===== config.mk =====
export PLATFORM = sky130hd
export DESIGN_NAME = alu_rr_arbiter
export DESIGN_NICKNAME = d
export VERILOG_FILES = /design/src/rtl/alu_rr_arbiter.sv
export SDC_FILE = /design/constraint.sdc
export NUM_CORES = 1
export LEC_CHECK = 0
export ABC_AREA = 1
export CAP_MARGIN = 25
export CORE_MARGIN = 2
export CORE_UTILIZATION = 47
export DETAILED_ROUTE_END_ITERATION = 6
export GPL_TIMING_DRIVEN = 0
export HOLD_SLACK_MARGIN = 0.02
export PLACE_DENSITY = 0.87
export SYNTH_ARGS = -nofsm -noshare
export SYNTH_HDL_FRONTEND = slang
export SYNTH_SLANG_ARGS = --single-unit

===== constraint.sdc =====
create_clock -name clk -period 1.8 [get_ports clk]
set_input_delay 0.36 -clock clk [delete_from_list [all_inputs] [get_ports clk]]
set_output_delay 0.36 -clock clk [all_outputs]
set_load 0.05 [all_outputs]

===== src/rtl/alu_rr_arbiter.sv =====
// Two-requester round-robin front end for a shared 8-op ALU with a single
// registered, backpressured response channel tagged by requester ID.
module alu_rr_arbiter #(
    parameter int WIDTH = 8
) (
    input  logic             clk,
    input  logic             rst,
    input  logic             req0_valid,
    output logic             req0_ready,
    input  logic [2:0]       req0_op,
    input  logic [WIDTH-1:0] req0_a,
    input  logic [WIDTH-1:0] req0_b,
    input  logic             req1_valid,
    output logic             req1_ready,
    input  logic [2:0]       req1_op,
    input  logic [WIDTH-1:0] req1_a,
    input  logic [WIDTH-1:0] req1_b,
    output logic             rsp_valid,
    input  logic             rsp_ready,
    output logic             rsp_id,
    output logic [WIDTH-1:0] rsp_z,
    output logic             rsp_carry,
    output logic             rsp_zero
);

    typedef enum logic [1:0] {
        IDLE = 2'd0,
        EXEC = 2'd1,
        RESP = 2'd2
    } state_t;

    state_t           state_r;
    logic             last_grant_r;
    logic             id_r;
    logic [2:0]       op_r;
    logic [WIDTH-1:0] a_r;
    logic [WIDTH-1:0] b_r;
    logic             grant_s;
    logic [WIDTH:0]   alu_res_s;

    // Returns {carry, result}; carry is no-borrow for SUB and 0 for logic ops.
    function automatic logic [WIDTH:0] alu_f(
        input logic [2:0]       op,
        input logic [WIDTH-1:0] a,
        input logic [WIDTH-1:0] b
    );
        logic [WIDTH:0] diff;
        diff = {1'b0, a} - {1'b0, b};
        case (op)
            3'd0:    alu_f = {1'b0, a & b};
            3'd1:    alu_f = {1'b0, a | b};
            3'd2:    alu_f = {1'b0, ~(a | b)};
            3'd3:    alu_f = {1'b0, a ^ b};
            3'd4:    alu_f = {1'b0, a} + {1'b0, b};
            3'd5:    alu_f = {~diff[WIDTH], diff[WIDTH-1:0]};
            3'd6:    alu_f = {1'b0, ~(a & b)};
            3'd7:    alu_f = {1'b0, ~(a ^ b)};
            default: alu_f = {(WIDTH+1){1'b0}};
        endcase
    endfunction

    // Round-robin grant: on a tie the requester that did not win last time goes.
    always_comb begin
        grant_s = 1'b0;
        if (req0_valid && req1_valid) begin
            grant_s = ~last_grant_r;
        end else if (req1_valid) begin
            grant_s = 1'b1;
        end else begin
            grant_s = 1'b0;
        end
    end

    // Ready is only offered in IDLE, and only to the granted requester.
    always_comb begin
        req0_ready = (state_r == IDLE) && !grant_s && req0_valid;
        req1_ready = (state_r == IDLE) &&  grant_s && req1_valid;
    end

    // ALU evaluates the operands captured at the handshake edge.
    always_comb begin
        alu_res_s = alu_f(op_r, a_r, b_r);
    end

    // Control FSM, operand capture and response registers.
    always_ff @(posedge clk) begin
        if (rst) begin
            state_r      <= IDLE;
            last_grant_r <= 1'b1;
            id_r         <= 1'b0;
            op_r         <= 3'd0;
            a_r          <= {WIDTH{1'b0}};
            b_r          <= {WIDTH{1'b0}};
            rsp_valid    <= 1'b0;
            rsp_id       <= 1'b0;
            rsp_z        <= {WIDTH{1'b0}};
            rsp_carry    <= 1'b0;
            rsp_zero     <= 1'b0;
        end else begin
            case (state_r)
                IDLE: begin
                    if (req0_ready || req1_ready) begin
                        op_r         <= grant_s ? req1_op : req0_op;
                        a_r          <= grant_s ? req1_a  : req0_a;
                        b_r          <= grant_s ? req1_b  : req0_b;
                        id_r         <= grant_s;
                        last_grant_r <= grant_s;
                        state_r      <= EXEC;
                    end else begin
                        state_r <= IDLE;
                    end
                end
                EXEC: begin
                    rsp_z     <= alu_res_s[WIDTH-1:0];
                    rsp_carry <= alu_res_s[WIDTH];
                    rsp_zero  <= (alu_res_s[WIDTH-1:0] == {WIDTH{1'b0}});
                    rsp_id    <= id_r;
                    rsp_valid <= 1'b1;
                    state_r   <= RESP;
                end
                RESP: begin
                    if (rsp_ready) begin
                        rsp_valid <= 1'b0;
                        state_r   <= IDLE;
                    end else begin
                        state_r <= RESP;
                    end
                end
                default: begin
                    rsp_valid <= 1'b0;
                    state_r   <= IDLE;
                end
            endcase
        end
    end

endmodule


==> qor.csv <==
metric,value,unit
Max Cap Viol,0,
CTS hold repair buffers,0,
Startpoint Class,flip-flop,
DRT Wirelength,8280,um
initial antenna violation count,0,
CP Max Fanout,4,
Initial DRC Count,285,
Setup CP Type,flip-flop to flip-flop,
register area share after synthesis,0.253,
Port Buffers,56,
multi-input logic area,1910,um2
Pins Over Slew Limit,0,
Layout Skew,0.0103,ns
Final nets,599,
Root Driver,clkbuf_8,
Seq cells post-synth,35,
vias,3255,
Tot Pwr,3.22,mW
leakage power total,1.88,nW
peak supply drop,0.440,mV
final setup margin,-0.195,ns
crit end category,flip-flop,
gr usage total,0.252,
Mapped Area,2770,um2
"Clk Latency, worst-skew pair",0.29,ns
Final Wtd Congestion,0.890,
RSZ-0062 raised after global routing,yes,
Slew @ Worst Pin,0.611,ns
die height,80.8,um
CTS H-Tree Depth,2,
TritonCTS clock tree,built,
# fillers,502,
# setup viols final,3,
clk sinks,35,
pin count of the biggest net entering global routing,12,
core area,5610,um2
DPL Wire Length,6150,um
Relative slew margins,0.591,
Max Fclk,501,MHz
Syn Nets,523,
Initial Util,0.494,
Clock Pin Slew Worst Setup and Hold Paths,0.08,ns
first-pass GRT wire length,12900,um
ANT nets after route,0,
vias in the first global route,2942,
Syn Inst Count,454,
DIE WIDTH,80.8,um
register area,721,um2
failing checks,setup timing,
drc violations,0,
Synthesis Warnings,0,
worst hold path class,flip-flop to flip-flop,
arrival time worst endpoint,2.22,ns
Power per Cell Area,840,nW/um2
Final min period,2.00,ns
status,"complete, but fails checks",
row count,27,
Syn Area/Cell,6.11,um2
Area growth syn-to-layout,38.0,%
IO Count,57,
share of layout cells above drive strength 1,0.164,
wire per inst,13.7,um
die area,6530,um2
antenna cells,0,
vias per cell,5.40,
number of buffers created by CTS,5,
"Req. time, crit path",2.03,ns
deepest clock path buffer count,2,
First-pass DRT Iterations,7,
fin crit share,1.11,
GRT Residual Overflow,0,
Final Hold Viols,0,
Netlist cell types,24,
post-layout util,0.683,
-- stage by stage --
| step | std cells | setup TNS [ns] | hold WS, ns | setup WS [ns] | cell area, um2 |
|---|---|---|---|---|---|
| 2_1_floorplan | 454 | -0.0157 | 0.429 | -0.0157 | 2800 |
| 6_report | 603 | -0.403 | 0.477 | -0.195 | 3830 |
| 3_5_place_dp | 582 | -5.73 | 0.469 | -0.536 | 3450 |
| 4_1_cts | 597 | -0.392 | 0.482 | -0.185 | 3610 |
| 5_1_grt | 603 | -1.13 | 0.511 | -0.385 | 3830 |
| 3_3_place_gp | 582 | -4.92 | 0.455 | -0.524 | 3450 |
-- worst max-delay path, stage by stage, from the launching register on --
cell     delay, ns
dfxtp_4       0.39
ha_4          0.15
inv_2         0.04
fa_1          0.48
inv_1         0.04
nand3_1       0.07
nand2_1       0.05
nor2_1        0.10
nand2_1       0.06
nand2_2       0.10
nand2_1       0.06
nor2_1        0.08
nand3_1       0.07
nor2_1        0.08
nand2_1       0.06
a21oi_1       0.10
-- cells in the final DEF (no fill, tap or decap), types with 2 or more instances in the layout --
cell	Yosys	final
nand2_1	132	125
inv_1	62	51
clkdlybuf4s50_1	0	42
nor2_1	44	40
o21ai_0	43	40
nand3_1	34	33
dfxtp_1	35	25
a31oi_1	19	19
buf_4	4	17
a21oi_1	18	15
ha_1	24	15
inv_2	1	10
nand4_1	9	9
nand2_2	1	8
ha_4	0	8
clkbuf_1	8	7
dfxtp_2	0	7
dlymetal6s2s_1	0	7
nor2_2	3	6
clkbuf_8	0	5
dlygate4sd2_1	0	5
o21ai_1	2	4
buf_6	1	3
a21oi_2	0	3
buf_2	4	3
dfxtp_4	0	3
inv_4	0	2
nand3_2	1	2
nand3b_1	2	2
nor3_1	3	2
clkbuf_2	0	2
-- registers in the layout, summed over array words and instances (netlist names) --
| register | count |
|---|---|
| a_r | 8 |
| b_r | 8 |
| id_r | 1 |
| last_grant_r | 1 |
| op_r | 3 |
| rsp_carry | 1 |
| rsp_id | 1 |
| rsp_valid | 1 |
| rsp_z | 8 |
| rsp_zero | 1 |
| state_r | 2 |
-- cell families after synthesis --
kind of cell / count (synthesis) / share of synthesized area
DFF: 35 / 0.253
and+or+nand+nor: 229 / 0.343
adders and majority gates: 26 / 0.123
buffers and inverters: 80 / 0.118
AOI/OAI and AO/OA: 83 / 0.159
muxes: 1 / 0.00361
-- final timing paths --
path,start,endpoint,slack [ns],cells past startpoint
max,b_r[0],rsp_zero,-0.20,15
max reg2reg,b_r[0],rsp_zero,-0.20,15
min,rsp_zero,rsp_zero,0.48,2
min reg2reg,rsp_zero,rsp_zero,0.48,2
-- report_power, final --
group	leakage [nW]	total, mW	switching [mW]	internal (mW)
logic	1.54	1.69	1.02	0.674
clock network	0.0412	0.558	0.288	0.270
registers	0.293	0.965	0.0887	0.877
total	1.88	3.22	1.40	1.82
-- synth_stat cells --
master | number | area, um2
clkbuf_1 | 8 | 30.0
o211ai_1 | 1 | 7.51
a31oi_1 | 19 | 119
nor2_2 | 3 | 18.8
nor3_1 | 3 | 15.0
dfxtp_1 | 35 | 701
nand3_2 | 1 | 10.0
buf_2 | 4 | 20.0
nand4_1 | 9 | 56.3
buf_4 | 4 | 30.0
o21ai_0 | 43 | 215
fa_1 | 2 | 40.0
nand2_2 | 1 | 6.26
nand3_1 | 34 | 170
o21ai_1 | 2 | 10.0
ha_1 | 24 | 300
inv_1 | 62 | 233
buf_6 | 1 | 11.3
mux2i_1 | 1 | 10.0
inv_2 | 1 | 3.75
a21oi_1 | 18 | 90.1
nand2_1 | 132 | 495
nor2_1 | 44 | 165
nand3b_1 | 2 | 15.0
-- area by class of cell --
type / instances / area share
multi-input combinational: 339 / 0.500
sequential: 35 / 0.188
timing repair buffer: 69 / 0.174
inverter: 63 / 0.0631
buffer: 17 / 0.0288
tap: 72 / 0.0235
clock buffer: 6 / 0.0190
clock inverter: 2 / 0.00327
-- timing repair --
action                                  CTS  global route
endpoints found under the setup margin   14            37
buffers inserted                          7             5
resized for setup                        31            58
pin swaps                                 4            14
cloned                                    0             1
-- routing by layer --
metal  track usage  vias to the layer above  routed length [um]
met3        0.0344                       22                 480
met5             0                        -                   0
met1         0.316                     1464                3590
met2         0.443                      147                3960
met4        0.0864                        0                 248
li1              -                     1622                   -
(Power assumes the default switching activity.)
==> RTL edit 1: new RTL, config.mk and constraints unchanged <==
Change the parameter `WIDTH` from 8 to 10.
--- a/src/rtl/alu_rr_arbiter.sv
+++ b/src/rtl/alu_rr_arbiter.sv
@@ -1,7 +1,7 @@
 // Two-requester round-robin front end for a shared 8-op ALU with a single
 // registered, backpressured response channel tagged by requester ID.
 module alu_rr_arbiter #(
-    parameter int WIDTH = 8
+    parameter int WIDTH = 10
 ) (
     input  logic             clk,
     input  logic             rst,
Interface: changed (5 resized); port bits go from 57 to 67. No check against the original RTL was run, so the function may have changed too.
==> RTL edit 1 against the unedited design <==
- the run still ends with setup timing left
- first-iteration DRC count grew 19%
- die area grew 18%
- sequential power grew 19%
- total power grew 31%
- utilization grew 3.9 points
- fmax shrank 6.5%
- setup slack lost 0.14 ns
- design area grew 28%
- global-route usage grew 3.6 points
- routed wire length grew 44%
- synthesized area grew 19%
- sequential cell count grew 6
- critical path type unchanged
- critical endpoint unchanged
- highest routed layer unchanged
==> RTL edit 1: results (changes against the unedited design) <==
[status]
status=finished with violations
violations=setup timing

[layout]
clockBufferCount=5  ; -1
clk_share_pct=1.76  ; -0.46 points
nMultiInputCombCells=406  ; +20%
buf_share_pct=20.5  ; +0.23 points
ff_latch_area_um2=871  ; +21%
fin_area_um2=4900  ; +28%
largestRegisters=a_r: 10 flops, b_r: 10 flops, rsp_z: 10 flops
nFillCells=529  ; +5.4%
nFlopsAndLatches=41  ; +17%
multi_input_area_share_pct=51.8  ; +1.8 points
nNonClkBuffers=115  ; +34%
num-nonclk-inverters=67  ; +6.3%
nNetsFinal=719  ; +20%
drive_gt1_share_pct=28.6  ; +12 points

[routing]
wl_per_cell_um=16.3  ; +19%
first_pass_iters=5  ; -2
drt-initial-drc-count=340  ; +19%
totalWireLength_mm=11.9  ; +44%
dr_total_vias=4197  ; +29%

[synthesis]
postSynthNetCount=617  ; +18%
ys_types=30  ; +25%
yosys_warnings=0  ; unchanged
synthTopCellsByArea=dfxtp_1, nand2_1, ha_1
yosysSeqAreaShare_pct=24.9  ; -0.41 points
synth_commonest_cells=nand2_1, inv_1, nor2_1, nand3_1, o21ai_0
syn_area_per_cell_um2=6.18  ; +1.2%

[cts]
clock_path_buffers=2  ; unchanged
clkSlewWorstSetupHoldPaths_ns=0.08  ; about the same
clk-insertion-delay-late_ns=0.31  ; +0.02 ns

[timing]
whs_ns=0.474  ; -0.00305 ns
fin_setup_tns_ns=-1.42  ; -1.02 ns
setup_viol=8  ; +5
slew_headroom_pct=63.1  ; +4.0 points
layout_setup_ws_ns=-0.334  ; -0.138 ns
clock_skew_ns=0.00487  ; -0.00542 ns

[global_routing]
grt_pass1_vias=3760  ; +28%
grt_usage_pct=28.8  ; +3.6 points
grt_pass1_wl_mm=17.4  ; +35%
grt_max_degree=14  ; +2

[min_path]
hold_path_depth=2  ; unchanged

[critical_path]
ff2ff_path_depth=12  ; -3
cp.arrival_ns=2.37  ; +0.15 ns

[place]
hpwl_mm=8.04  ; +31%
place_congestion=1.04  ; +17%
port_buffers=66  ; +18%
dpl_cell_area_um2=4130  ; +20%
placed_cells=696  ; +20%

[power_and_ir_drop]
p_leak_nw=2.27  ; +21%
vdd_ir_drop_max_v=0.000578  ; +31%

## RTL edit 1: cell count changes after synthesis, sizes merged, moves of 4 or more
cell | unedited run | this run
clkbuf | 8 | 12
a31oi | 19 | 25
nand3 | 35 | 45
dfxtp | 35 | 41
nand4 | 9 | 13
ha | 24 | 30
nor3 | 3 | 7
o22ai | 0 | 4
nand2 | 133 | 151
## RTL edit 1: timing repair
item | CTS | global route
buffers inserted | 19 | 14
resized for setup | 102 | 94
pin swaps | 33 | 39
hold buffers | 0 | 0
endpoints found under the setup margin | 45 | 31
## RTL edit 1: power by group
group / internal, mW / leakage [nW] / switching [mW]
clock: 0.268 / 0.0439 / 0.352
sequential: 1.03 / 0.348 / 0.112
combinational: 0.974 / 1.88 / 1.49
## RTL edit 1: logic make-up after synthesis
family,count (synthesis),synth area share (%)
DFF,41,24.9
buffers and inverters,87,10.3
and+or+nand+nor,270,34.7
AOI/OAI and AO/OA,104,17.6
adders and majority gates,32,12.6
## RTL edit 1: worst max-delay path, stage by stage, from the launching register on
cell      delay (ns)
dfxtp_4         0.40
ha_4            0.16
inv_4           0.03
fa_2            0.50
nand3b_1        0.12
nand2_1         0.06
nor2_1          0.08
nand3_1         0.13
nor3_2          0.15
nand3_1         0.10
nor2_1          0.11
nand4_1         0.09
a21oi_1         0.13
## RTL edit 1: layer usage
metal	routed length, um	track usage (%)	vias up
met3	1040	3.86	47
met5	0	0	-
met2	5770	50.4	261
li1	-	-	1968
met4	443	9.65	0
met1	4700	36.3	1921
==> RTL edit 2: new RTL, config.mk and constraints unchanged <==
Without the edit above. The 3 states of `state_t` get a one-hot encoding in 3 bits.
--- a/src/rtl/alu_rr_arbiter.sv
+++ b/src/rtl/alu_rr_arbiter.sv
@@ -23,10 +23,10 @@
     output logic             rsp_zero
 );
 
-    typedef enum logic [1:0] {
-        IDLE = 2'd0,
-        EXEC = 2'd1,
-        RESP = 2'd2
+    typedef enum logic [2:0] {
+        IDLE = 3'b001,
+        EXEC = 3'b010,
+        RESP = 3'b100
     } state_t;
 
     state_t           state_r;
Behaviour: same outputs for any inputs over 10 cycles, from zero or initial values and one cycle with rst high; not proved beyond that.
==> RTL edit 2 against the unedited design <==
- the flow still finishes with violations (setup timing)
- first-iteration DRC count decreased by 26%
- total power increased by 11%
- global-route usage increased by 1.4 points
- design area increased by 5.1%
- count of clock-buffer cells in the layout increased by 1
- synthesized area increased by 2.0%
- utilization increased by 0.12 points
- fmax decreased by 2.1%
- setup slack got worse by 0.044 ns
- sequential cell count increased by 1
- routed wire length increased by 7.6%
- largest power group unchanged
==> RTL edit 2: results (changes against the unedited design) <==
[status]
status=finished with violations
violations=setup timing

[layout]
clk_share_pct=2.33  ; +0.11 points
nFillCells=505  ; +0.60%
multi_input_area_share_pct=50.4  ; +0.42 points
nNonClkBuffers=88  ; +2.3%
diodes=0  ; unchanged
fin_util_pct=68.4  ; +0.12 points
ff_latch_area_um2=744  ; +3.3%
clockBufferCount=7  ; +1
multiInputGateArea_um2=2030  ; +6.0%
buf_share_pct=20.7  ; +0.41 points
nNetsFinal=596  ; -0.50%
num-nonclk-inverters=57  ; -9.5%
drive_gt1_share_pct=22.9  ; +6.5 points

[cts]
post_cts_buffers=6  ; -1
postCtsResizedCells=51  ; +65%
clk-insertion-delay-late_ns=0.29  ; about the same
clkSinkCount=36  ; +2.9%

[synthesis]
yosys_warnings=0  ; unchanged
synthTopCellsByArea=dfxtp_1, nand2_1, ha_1
synth-compound-area-share_pct=15.7  ; -0.23 points
synth.area.mux_share_pct=0.708  ; +0.35 points
postSynthNetCount=520  ; -0.57%
yosysSeqAreaShare_pct=25.5  ; +0.20 points
synth_commonest_cells=nand2_1, inv_1, o21ai_0, nor2_1, nand3_1
ys_types=32  ; +33%
synth_fa_ha_area_share_pct=12.0  ; -0.24 points

[min_path]
worstHoldStart=rsp_carry
hold_end=rsp_carry

[routing]
dr_wl_met2_mm=4.49  ; +14%
drt-initial-drc-count=210  ; -26%
totalWireLength_mm=8.90  ; +7.6%
dr_wl_met3_um=463  ; -3.5%
first_pass_iters=5  ; -2
drt-met1-wl_mm=3.78  ; +5.3%

[critical_path]
cp.arrival_ns=2.26  ; +0.04 ns
path_max_fanout=3  ; -1
cpMaxStageDelayCell=fa_2
rr_startpoint=a_r[0]
path_delay_family=simple AND/OR/NAND/NOR gates
critPathMaxStageDelay_ns=0.38  ; -0.10 ns
ff2ff_path_depth=14  ; -1

[power_and_ir_drop]
p_leak_nw=1.95  ; +3.7%
netSwitchingPower_mw=1.53  ; +9.7%
powerClk_mw=0.612  ; +9.7%
pg_comb_mw=1.96  ; +16%
vdd_ir_drop_max_v=0.000536  ; +22%

[timing]
layout_setup_ws_ns=-0.239  ; -0.0437 ns
slew_headroom_pct=66.1  ; +7.0 points
fin_setup_tns_ns=-0.530  ; -0.126 ns
setup_viol=4  ; +1
clock_skew_ns=0.00478  ; -0.00551 ns

[place]
place_congestion=0.903  ; +1.4%
dpl_cell_area_um2=3490  ; +1.1%
hpwl_mm=6.47  ; +5.1%

[global_routing]
grt_pass1_wl_mm=13.7  ; +6.1%
grt_usage_pct=26.6  ; +1.4 points
grt_pass1_vias=3002  ; +2.0%

RTL edit 2: worst max-delay path by stage:
stage	from	end	slack [ns]	cells past startpoint
finish	a_r[0]	rsp_zero	-0.24	14
global route	a_r[0]	rsp_zero	-0.39	13
CTS	a_r[0]	rsp_zero	-0.26	14
detailed placement	req0_valid	req1_ready	-0.55	7
global placement	req0_valid	req1_ready	-0.54	7
floorplan	b_r[0]	rsp_zero	0.003	14
RTL edit 2: per-stage QoR:
step | hold slack (ns) | setup WS, ns | std cells | power, mW
after floorplan | 0.429 | 0.00345 | 451 | 2.01
after global placement | 0.441 | -0.537 | 582 | 2.40
after detailed placement | 0.460 | -0.553 | 582 | 2.44
after CTS | 0.472 | -0.262 | 596 | 3.16
after global routing | 0.508 | -0.394 | 603 | 3.78
final | 0.467 | -0.239 | 603 | 3.55
RTL edit 2: metal layers:
layer	GRT usage [%]	vias up
li1	-	1606
met1	31.8	1515
met2	48.4	137
met3	3.74	20
met4	9.67	0
met5	0	-
